**src/rtl/rangefinder_pkg.sv**
```systemverilog
// rangefinder_pkg: shared state encoding and default geometry for the rangefinder capture engine
package rangefinder_pkg;
    localparam int ADDR_W_DEF = 8;
    localparam int DATA_W_DEF = 8;
    localparam int NUM_SAMPLES_DEF = 256;
    typedef enum logic [1:0] {IDLE, ARMED, CAPTURE, DONE} state_t;
endpackage

```
**src/rtl/rangefinder_sample_writer_if.sv**
```systemverilog
// rangefinder_sample_writer_if: ADC sample stream in, sample RAM second write port out
interface rangefinder_sample_writer_if
    import rangefinder_pkg::*;
#(
    parameter int ADDR_W = ADDR_W_DEF,
    parameter int DATA_W = DATA_W_DEF
);
    logic              smp_valid;
    logic [DATA_W-1:0] smp_data;
    logic [ADDR_W-1:0] ram_address;
    logic              ram_chipselect;
    logic              ram_write;
    logic [DATA_W-1:0] ram_writedata;
    modport master (input smp_valid, smp_data, output ram_address, ram_chipselect, ram_write, ram_writedata);
    modport slave (output smp_valid, smp_data, input ram_address, ram_chipselect, ram_write, ram_writedata);
endinterface

```
**src/rtl/rangefinder_peak_track.sv**
```systemverilog
// rangefinder_peak_track: tracks the first strictly-largest sample of a capture and its address
module rangefinder_peak_track #(
    parameter int ADDR_W = 8,
    parameter int DATA_W = 8
) (
    input  logic              clk,
    input  logic              reset_n,
    input  logic              clr,
    input  logic              load,
    input  logic [ADDR_W-1:0] addr,
    input  logic [DATA_W-1:0] data,
    output logic [DATA_W-1:0] peak_value,
    output logic [ADDR_W-1:0] peak_addr
);
    always_ff @(posedge clk or negedge reset_n)
        if (!reset_n) begin
            peak_value <= '0;
            peak_addr  <= '0;
        end else if (clr) begin
            peak_value <= '0;
            peak_addr  <= '0;
        end else if (load && data > peak_value) begin
            peak_value <= data;
            peak_addr  <= addr;
        end
endmodule

```
**src/rtl/rangefinder_sample_writer.sv**
```systemverilog
// rangefinder_sample_writer: armed trigger-started capture of NUM_SAMPLES ADC samples into sample RAM.
// Optional peak tracking under RANGEFINDER_PEAK_TRACK_EN.
module rangefinder_sample_writer
    import rangefinder_pkg::*;
#(
    parameter int ADDR_W       = ADDR_W_DEF,
    parameter int DATA_W       = DATA_W_DEF,
    parameter int NUM_SAMPLES  = NUM_SAMPLES_DEF,
    parameter int TRIG_TIMEOUT = 65535
) (
    input  logic                 clk,
    input  logic                 reset_n,
    input  logic                 arm,
    input  logic                 abort,
    input  logic                 trigger,
    rangefinder_sample_writer_if.master bus,
    output logic                 busy,
    output logic                 done,
    output logic                 timeout,
    output logic [ADDR_W:0]      count,
    output logic                 irq
`ifdef RANGEFINDER_PEAK_TRACK_EN
    ,
    output logic [DATA_W-1:0]    peak_value,
    output logic [ADDR_W-1:0]    peak_addr
`endif
);
    state_t          state;
    logic            trigger_q;
    logic [15:0]     tmo_cnt;
    logic            trig_edge;
    logic            arm_go;
    logic            accept;
    logic [ADDR_W:0] count_nxt;

    assign trig_edge = trigger & ~trigger_q;
    assign arm_go    = ~abort & arm & (state == IDLE || state == DONE);
    assign accept    = ~abort & bus.smp_valid & (state == CAPTURE);
    assign count_nxt = count + 1'b1;
    assign busy      = (state == ARMED) | (state == CAPTURE);

    // abort outranks everything; in ARMED the trigger edge outranks expiry
    always_ff @(posedge clk or negedge reset_n)
        if (!reset_n) begin
            state              <= IDLE;
            trigger_q          <= 1'b0;
            tmo_cnt            <= '0;
            done               <= 1'b0;
            timeout            <= 1'b0;
            count              <= '0;
            irq                <= 1'b0;
            bus.ram_address    <= '0;
            bus.ram_chipselect <= 1'b0;
            bus.ram_write      <= 1'b0;
            bus.ram_writedata  <= '0;
        end else begin
            trigger_q          <= trigger;
            irq                <= 1'b0;
            bus.ram_chipselect <= 1'b0;
            bus.ram_write      <= 1'b0;
            if (abort) begin
                state   <= IDLE;
                done    <= 1'b0;
                timeout <= 1'b0;
            end else if (arm_go) begin
                state   <= ARMED;
                done    <= 1'b0;
                timeout <= 1'b0;
                count   <= '0;
                tmo_cnt <= 16'(TRIG_TIMEOUT);
            end else if (state == ARMED) begin
                if (trig_edge)
                    state <= CAPTURE;
                else if (tmo_cnt == 16'd1) begin
                    state   <= DONE;
                    done    <= 1'b1;
                    timeout <= 1'b1;
                    irq     <= 1'b1;
                    tmo_cnt <= '0;
                end else
                    tmo_cnt <= tmo_cnt - 1'b1;
            end else if (accept) begin
                bus.ram_chipselect <= 1'b1;
                bus.ram_write      <= 1'b1;
                bus.ram_address    <= count[ADDR_W-1:0];
                bus.ram_writedata  <= bus.smp_data;
                count              <= count_nxt;
                if (count_nxt == (ADDR_W+1)'(NUM_SAMPLES)) begin
                    state <= DONE;
                    done  <= 1'b1;
                    irq   <= 1'b1;
                end
            end
        end

`ifdef RANGEFINDER_PEAK_TRACK_EN
    rangefinder_peak_track #(.ADDR_W(ADDR_W), .DATA_W(DATA_W)) u_peak (
        .clk        (clk),
        .reset_n    (reset_n),
        .clr        (arm_go),
        .load       (accept),
        .addr       (count[ADDR_W-1:0]),
        .data       (bus.smp_data),
        .peak_value (peak_value),
        .peak_addr  (peak_addr)
    );
`endif
endmodule

```
**src/flat_wrapper.sv**
```systemverilog
// flat-port wrapper written by rule: the top's interface ports become plain ports
module rangefinder_sample_writer_flat import rangefinder_pkg::*;
#(
    parameter int ADDR_W       = ADDR_W_DEF,
    parameter int DATA_W       = DATA_W_DEF,
    parameter int NUM_SAMPLES  = NUM_SAMPLES_DEF,
    parameter int TRIG_TIMEOUT = 65535
)
  (clk, reset_n, arm, abort, trigger, busy, done, timeout, count, irq, bus_smp_valid, bus_smp_data, bus_ram_address, bus_ram_chipselect, bus_ram_write, bus_ram_writedata);
  rangefinder_sample_writer_if #(.ADDR_W(ADDR_W), .DATA_W(DATA_W)) bus_i ();
  input  logic clk;
  input  logic reset_n;
  input  logic arm;
  input  logic abort;
  input  logic trigger;
  output logic busy;
  output logic done;
  output logic timeout;
  output logic [ADDR_W:0] count;
  output logic irq;
  input wire logic [$bits(bus_i.smp_valid)-1:0] bus_smp_valid;
  input wire logic [$bits(bus_i.smp_data)-1:0] bus_smp_data;
  output wire logic [$bits(bus_i.ram_address)-1:0] bus_ram_address;
  output wire logic [$bits(bus_i.ram_chipselect)-1:0] bus_ram_chipselect;
  output wire logic [$bits(bus_i.ram_write)-1:0] bus_ram_write;
  output wire logic [$bits(bus_i.ram_writedata)-1:0] bus_ram_writedata;
  assign bus_i.smp_valid = bus_smp_valid;
  assign bus_i.smp_data = bus_smp_data;
  assign bus_ram_address = bus_i.ram_address;
  assign bus_ram_chipselect = bus_i.ram_chipselect;
  assign bus_ram_write = bus_i.ram_write;
  assign bus_ram_writedata = bus_i.ram_writedata;
  rangefinder_sample_writer #(.ADDR_W(ADDR_W), .DATA_W(DATA_W), .NUM_SAMPLES(NUM_SAMPLES), .TRIG_TIMEOUT(TRIG_TIMEOUT)) u_core (.clk(clk), .reset_n(reset_n), .arm(arm), .abort(abort), .trigger(trigger), .bus(bus_i), .busy(busy), .done(done), .timeout(timeout), .count(count), .irq(irq));
endmodule
```
**config.mk**
```make
export PLATFORM = sky130hd
export DESIGN_NAME = rangefinder_sample_writer_flat
export DESIGN_NICKNAME = d
export VERILOG_FILES = /design/src/rtl/rangefinder_pkg.sv /design/src/rtl/rangefinder_sample_writer_if.sv /design/src/rtl/rangefinder_peak_track.sv /design/src/rtl/rangefinder_sample_writer.sv /design/src/flat_wrapper.sv
export SDC_FILE = /design/constraint.sdc
export NUM_CORES = 1
export LEC_CHECK = 0
export BUFFER_PORTS_ARGS = -buffer_cell sky130_fd_sc_hd__buf_2
export CAP_MARGIN = 5
export CORE_MARGIN = 2
export CORE_UTILIZATION = 38
export CTS_BUF_LIST = sky130_fd_sc_hd__clkbuf_8
export CTS_CLUSTER_DIAMETER = 100
export CTS_CLUSTER_SIZE = 40
export DETAILED_ROUTE_END_ITERATION = 16
export PLACE_DENSITY = 0.68
export REMOVE_ABC_BUFFERS = 1
export SYNTH_ARGS = -nofsm -noshare
export SYNTH_HDL_FRONTEND = slang
export SYNTH_HIERARCHICAL = 1
export SYNTH_SLANG_ARGS = --single-unit
```
**constraint.sdc**
```tcl
create_clock -name clk -period 5.7 [get_ports clk]
set_input_delay 0 -clock clk [delete_from_list [all_inputs] [get_ports clk]]
set_output_delay 0 -clock clk [all_outputs]
set_load 0.01 [all_outputs]
```
# Word-level counts from Yosys, hierarchy flattened
# Cells that the tools add are included.
# op_classes
add_sub_neg,2
mul,0
div,0
n_lt_le_gt_ge,0
eq_ne,11
shift,0
muxes,35
bitwise,10
reduce_logical,14
# op_table
operator,count
$mux 16,4
$mux 9,3
$mux 1,21
$eq 16x1->1 const B,1
$sub 16x1->16 const B,1
$mux 2,7
$reduce_and 3->1,4
$add 9x1->9 const B,1
$eq 9x9->1 const B,1
$reduce_and 4->1,2
$reduce_bool 4->1,2
$reduce_bool 3->1,2
$and 1x1->1,5
$ne 5x3->1 const B,1
$eq 2x2->1 const B,2
$ne 4x3->1 const B,1
$ne 4x4->1 const B,1
$not 1->1,4
$reduce_bool 2->1,2
$ne 3x3->1 const B,1
$eq 2x1->1 const B,1
$logic_not 2->1,1
$ne 2x1->1 const B,1
$ne 2x2->1 const B,1
other kinds (2),2
# totals
regBits,48
latch_bits,0
ram_bits,0
rom_bits,0
output_inout_bits,31
mem_count,0

# Depth between registers and ports, before layout
# logic_depth
ltp_word,7
mapped_depth,9
ltp_nobuf,7

# Least setup slack after synthesis
# No wires, ideal clock.
# synth_path
path_kind,flip-flop to flip-flop
startpoint,register u_core.state[0]
endpoint,register u_core.bus.ram_writedata[0]
arrival_ps,1948
slack_ps,3627
path_stages_with_launch,8
synth_period_minus_slack_ps,2073
cell_sequence,dfrtp_1 inv_1 ha_1 a21oi_1 nand2b_1 nor2_2 buf_4 mux2_2
# synth_between
elab_chain_len,5
# synth_lines
element,line,source
"start, declared",rangefinder_sample_writer.sv:28,state_t state;
"start signal, assigned",rangefinder_sample_writer.sv:45,state <= IDLE;
"start signal, assigned",rangefinder_sample_writer.sv:62,state <= IDLE;
"start signal, assigned",rangefinder_sample_writer.sv:66,state <= ARMED;
$eq 2x2->1 / $logic_not 2->1 (equally long branches),rangefinder_sample_writer.sv:37,assign arm_go = ~abort & arm & (state == IDLE || state == DONE);
$logic_or 1x1->1,rangefinder_sample_writer.sv:37,
$and 1x1->1,rangefinder_sample_writer.sv:37,
$not 1->1 (no source line),-,
$reduce_and 4->1 (no source line) (*),-,
"end signal, assigned",rangefinder_sample_writer.sv:86,bus.ram_writedata <= bus.smp_data;
"end, declared",rangefinder_sample_writer_if.sv:14,"modport master (input smp_valid, smp_data, output ram_address, ram_chipselect, ram_write, ram_writedata);"
# Every way passes the cells marked *; elsewhere a longest branch is shown, timed or not.
# A chain may end at the register's enable or synchronous reset.

# Worst setup path in the final report
# layout_path
startpoint,register u_core.state[0]
endpoint,register u_core.bus.ram_address[6]
# layout_between
elab_chain_len,5
# layout_lines
element,line,source
$eq 2x2->1 / $logic_not 2->1 (equally long branches),rangefinder_sample_writer.sv:37,
$logic_or 1x1->1,rangefinder_sample_writer.sv:37,
$and 1x1->1,rangefinder_sample_writer.sv:37,
$not 1->1 (no source line),-,
$reduce_and 4->1 (no source line) (*),-,
"end signal, assigned",rangefinder_sample_writer.sv:85,bus.ram_address <= count[ADDR_W-1:0];
"end, declared",rangefinder_sample_writer_if.sv:14,
# Marks and branches as above.

==> summary.md <==
| Metric | Value |
|---|---|
| Slew HR | 27.9% |
| Fmax | 401 MHz |
| Number of remaining DRC errors | 0 |
| CTS Buf Count | 5 |
| Nets | 342 |
| Hold path cells | 2 |
| Critical Path End Type | register |
| Count of final setup violators | 0 |
| Syn. warnings | 6 |
| Vias in the first global route | 2,179 |
| Placement Cell Area | 2920 sq um |
| Die width | 87.9 microns |
| Most common cell after layout, fill and taps aside | dfrtp_1 |
| Reg clk slew, reported paths | 90 ps |
| H-tree depth | 2 |
| Pre-antenna DRT Iters | 4 |
| Hold EP | u_core/tmo_cnt[10] |
| Port bufs | 44 |
| Remaining antenna violation count | 0 |
| Total power | 0.00108 W |
| Post_cts resized | 0 |
| Via Count | 2,277 |
| Layout cells sized above 1 | 25.8% |
| Setup WS pre-CTS | 3200 ps |
| # diodes | 0 |
| Distinct cells, synth | 58 |
| Crit path max-delay family | simple AND/OR/NAND/NOR gates |
| Status | completed |
| Critical Path AT | 2690 ps |
| Netlist Area Pre-Place | 2670 sq um |
| Crit Reg-Reg Startpoint | u_core/state[0] |
| Hold Path Origin | abort |
| Max-cap violations | 0 |
| Post-Synthesis Cells | 273 |
| DR vias/cell | 5.45 |
| Core area | 6790 sq um |
| FF+latch area | 1200 sq um |
| Critical Path RT | 5890 ps |
| Worst-case clock buffer depth | 2 |
| First-pass GRT wire length | 10,300 microns |
| DIE AREA | 7720 sq um |
| Yosys top cell area share | 44.9% |
| Multi-input logic area | 1330 sq um |
| Worst setup margin | 3200 ps |
| Crit path max fanout | 17 |
| Post-Route WL | 6250 microns |
| Slowest cell on crit path | nor2_2 |
| CTS tree | done |
| Pwr dens | 345 nW/um^2 |
| Layout Cell Area excl Fill | 3110 sq um |
| Startpoint class of the critical path | register |
| Most frequent cells in the layout | dfrtp_1, buf_2, nor2_1, o21ai_0, a21oi_1 |
| Largest net degree at the start of global routing | 49 |
| Drt first-iter violations | 150 |
| Lkg Pwr | 1.36 nW |
| Clock root buffer | clkbuf_8 |
| Worst path buffer plus inverter count | 1 |
| Row count | 30 |
| Setup_tns | 0 ps |
| Crit path largest cell delay | 650 ps |
| Tmin final | 2500 ps |
| HPWL reported at the end of detailed placement | 4170 microns |
| RSZ-0062 raised after global routing | false |
| Filler cells | 661 |
| Worst vdd ir | 156 uV |
| Final hold vios | 0 |
| Least-Margin Pin Slew | 1080 ps |
| Hold_ws | 65.6 ps |
| Clk sinks | 48 |
| Avg Inst Size Synth | 9.79 sq um |
| RR Endpoint | u_core/bus.ram_address[6] |
| FF-to-FF path depth | 6 |
| Most used DFF post-synth | dfrtp_1 |
| CP Cell Sequence | inv_1 -> ha_1 -> a21oi_1 -> nand2b_1 -> nor2_2 -> mux2_2 |
| Die height | 87.9 microns |
| EDFF count, synth | 0 |
| Initial antenna violation count | 0 |
| Worst setup path class | register to register |
| Flop2flop setup slack | 3200 ps |
| Total GRT Usage | 17.1% |
| Worst hold path type | primary input to register |
| Final Wtd Congestion | 0.828 |
| Worst-Skew Late Latency | 310 ps |
| GRT Residual Overflow | 0 |
| Worst Skew | 7.84 ps |
| Seq/Total Area, Yosys | 44.9% |
| Synth area leaders | dfrtp_1, mux2_2, o21ai_0, a21oi_1, ha_1 |
| Tcrit/Tclk final | 43.8% |
| Avg WL per Cell | 15.0 microns |
| Number of synthesized register bits | 48 |
| Async set or reset register ratio after synthesis | 100% |
| P&R area growth vs syn | 16.5% |
| Top Ports | 45 |
| Slew Viols, Final | 0 |
| Starting Density | 39.3% |
| Synth area leader | dfrtp_1 |
## sequential cells by signal (all words and copies together), names as in the netlist
register / flops
u_core/count: 9
u_core/timeout: 1
u_core/bus.ram_address: 8
u_core/done: 1
u_core/irq: 1
u_core/tmo_cnt: 16
u_core/bus.ram_write: 1
u_core/state: 2
u_core/bus.ram_writedata: 8
u_core/trigger_q: 1
## routing by layer
| layer | vias up | track usage (%) | routed length [microns] | share of wire (%) |
|---|---|---|---|---|
| met4 | 0 | 7.41 | 116 | 1.9 |
| met5 | - | 0 | 0 | 0 |
| met2 | 69 | 27.2 | 2950 | 47 |
| met1 | 1102 | 22.9 | 2950 | 47 |
| met3 | 9 | 2.92 | 230 | 3.7 |
| li1 | 1097 | - | - | - |
## final cells by class
class	instances	share of cell area, %
multi-input combinational	200	42.6
sequential	48	38.6
timing repair buffer	55	10.5
tap	96	3.86
clock buffer	6	2.65
inverter	11	1.33
clock inverter	2	0.482
## stage by stage
| step | util (%) | cells |
|---|---|---|
| floorplan | - | 259 |
| global placement | 42.9 | 400 |
| detailed placement | 42.9 | 400 |
| CTS | 45.8 | 418 |
| global route | 45.8 | 418 |
| finish | 45.8 | 418 |
## worst max-delay path by stage
stage,from,endpoint,depth (start not counted)
4_1_cts,u_core/state[0],u_core/bus.ram_address[6],6
6_report,u_core/state[0],u_core/bus.ram_address[6],6
3_3_place_gp,u_core/state[0],u_core/bus.ram_address[2],6
2_1_floorplan,u_core/state[0],u_core/bus.ram_writedata[0],6
3_5_place_dp,u_core/state[0],u_core/bus.ram_address[6],6
5_1_grt,u_core/state[0],u_core/count[5],7
## kinds of logic (layout without fill, tap and decap cells)
group                    count (synthesis)  after routing  share of synthesized area (%)
AND/OR/NAND/NOR                         92             92                           18.4
AO/OA/AOI/OAI                           84             84                           20.8
flip-flops                              48             48                           44.9
buffers and inverters                   25             74                           5.48
multiplexers                            16             16                           6.74
adder cells (fa/ha/maj)                  7              7                           3.28
XOR/XNOR                                 1              1                          0.328
## where the power goes
group,total [W],switching [W],internal [W]
Clock,0.000220,0.000122,0.0000984
Combinational,0.000385,0.000220,0.000164
Sequential,0.000470,0.0000686,0.000402
## cells in the mapped netlist, types with 3 or more instances
cell type / number
o21ai_0: 23
mux2_2: 16
o41ai_1: 3
buf_4: 3
dfrtp_1: 48
nor2_1: 23
and4_1: 4
buf_2: 4
and2_1: 3
a21oi_1: 20
o22a_1: 3
nand3_1: 9
clkbuf_1: 4
ha_1: 7
inv_1: 11
nand2_1: 19
o31ai_1: 3
o2bb2ai_1: 3
a41oi_1: 3
a31oi_1: 8
nor2b_1: 4
nor3_1: 5
nand4_1: 6
## timing repair
action / 4_1_cts / 5_1_grt
hold endpoints to repair: 57 / 0
hold buffers: 10 / 0
buffers inserted: 0 / 0
No activity file was read; power rests on OpenSTA's default activity.
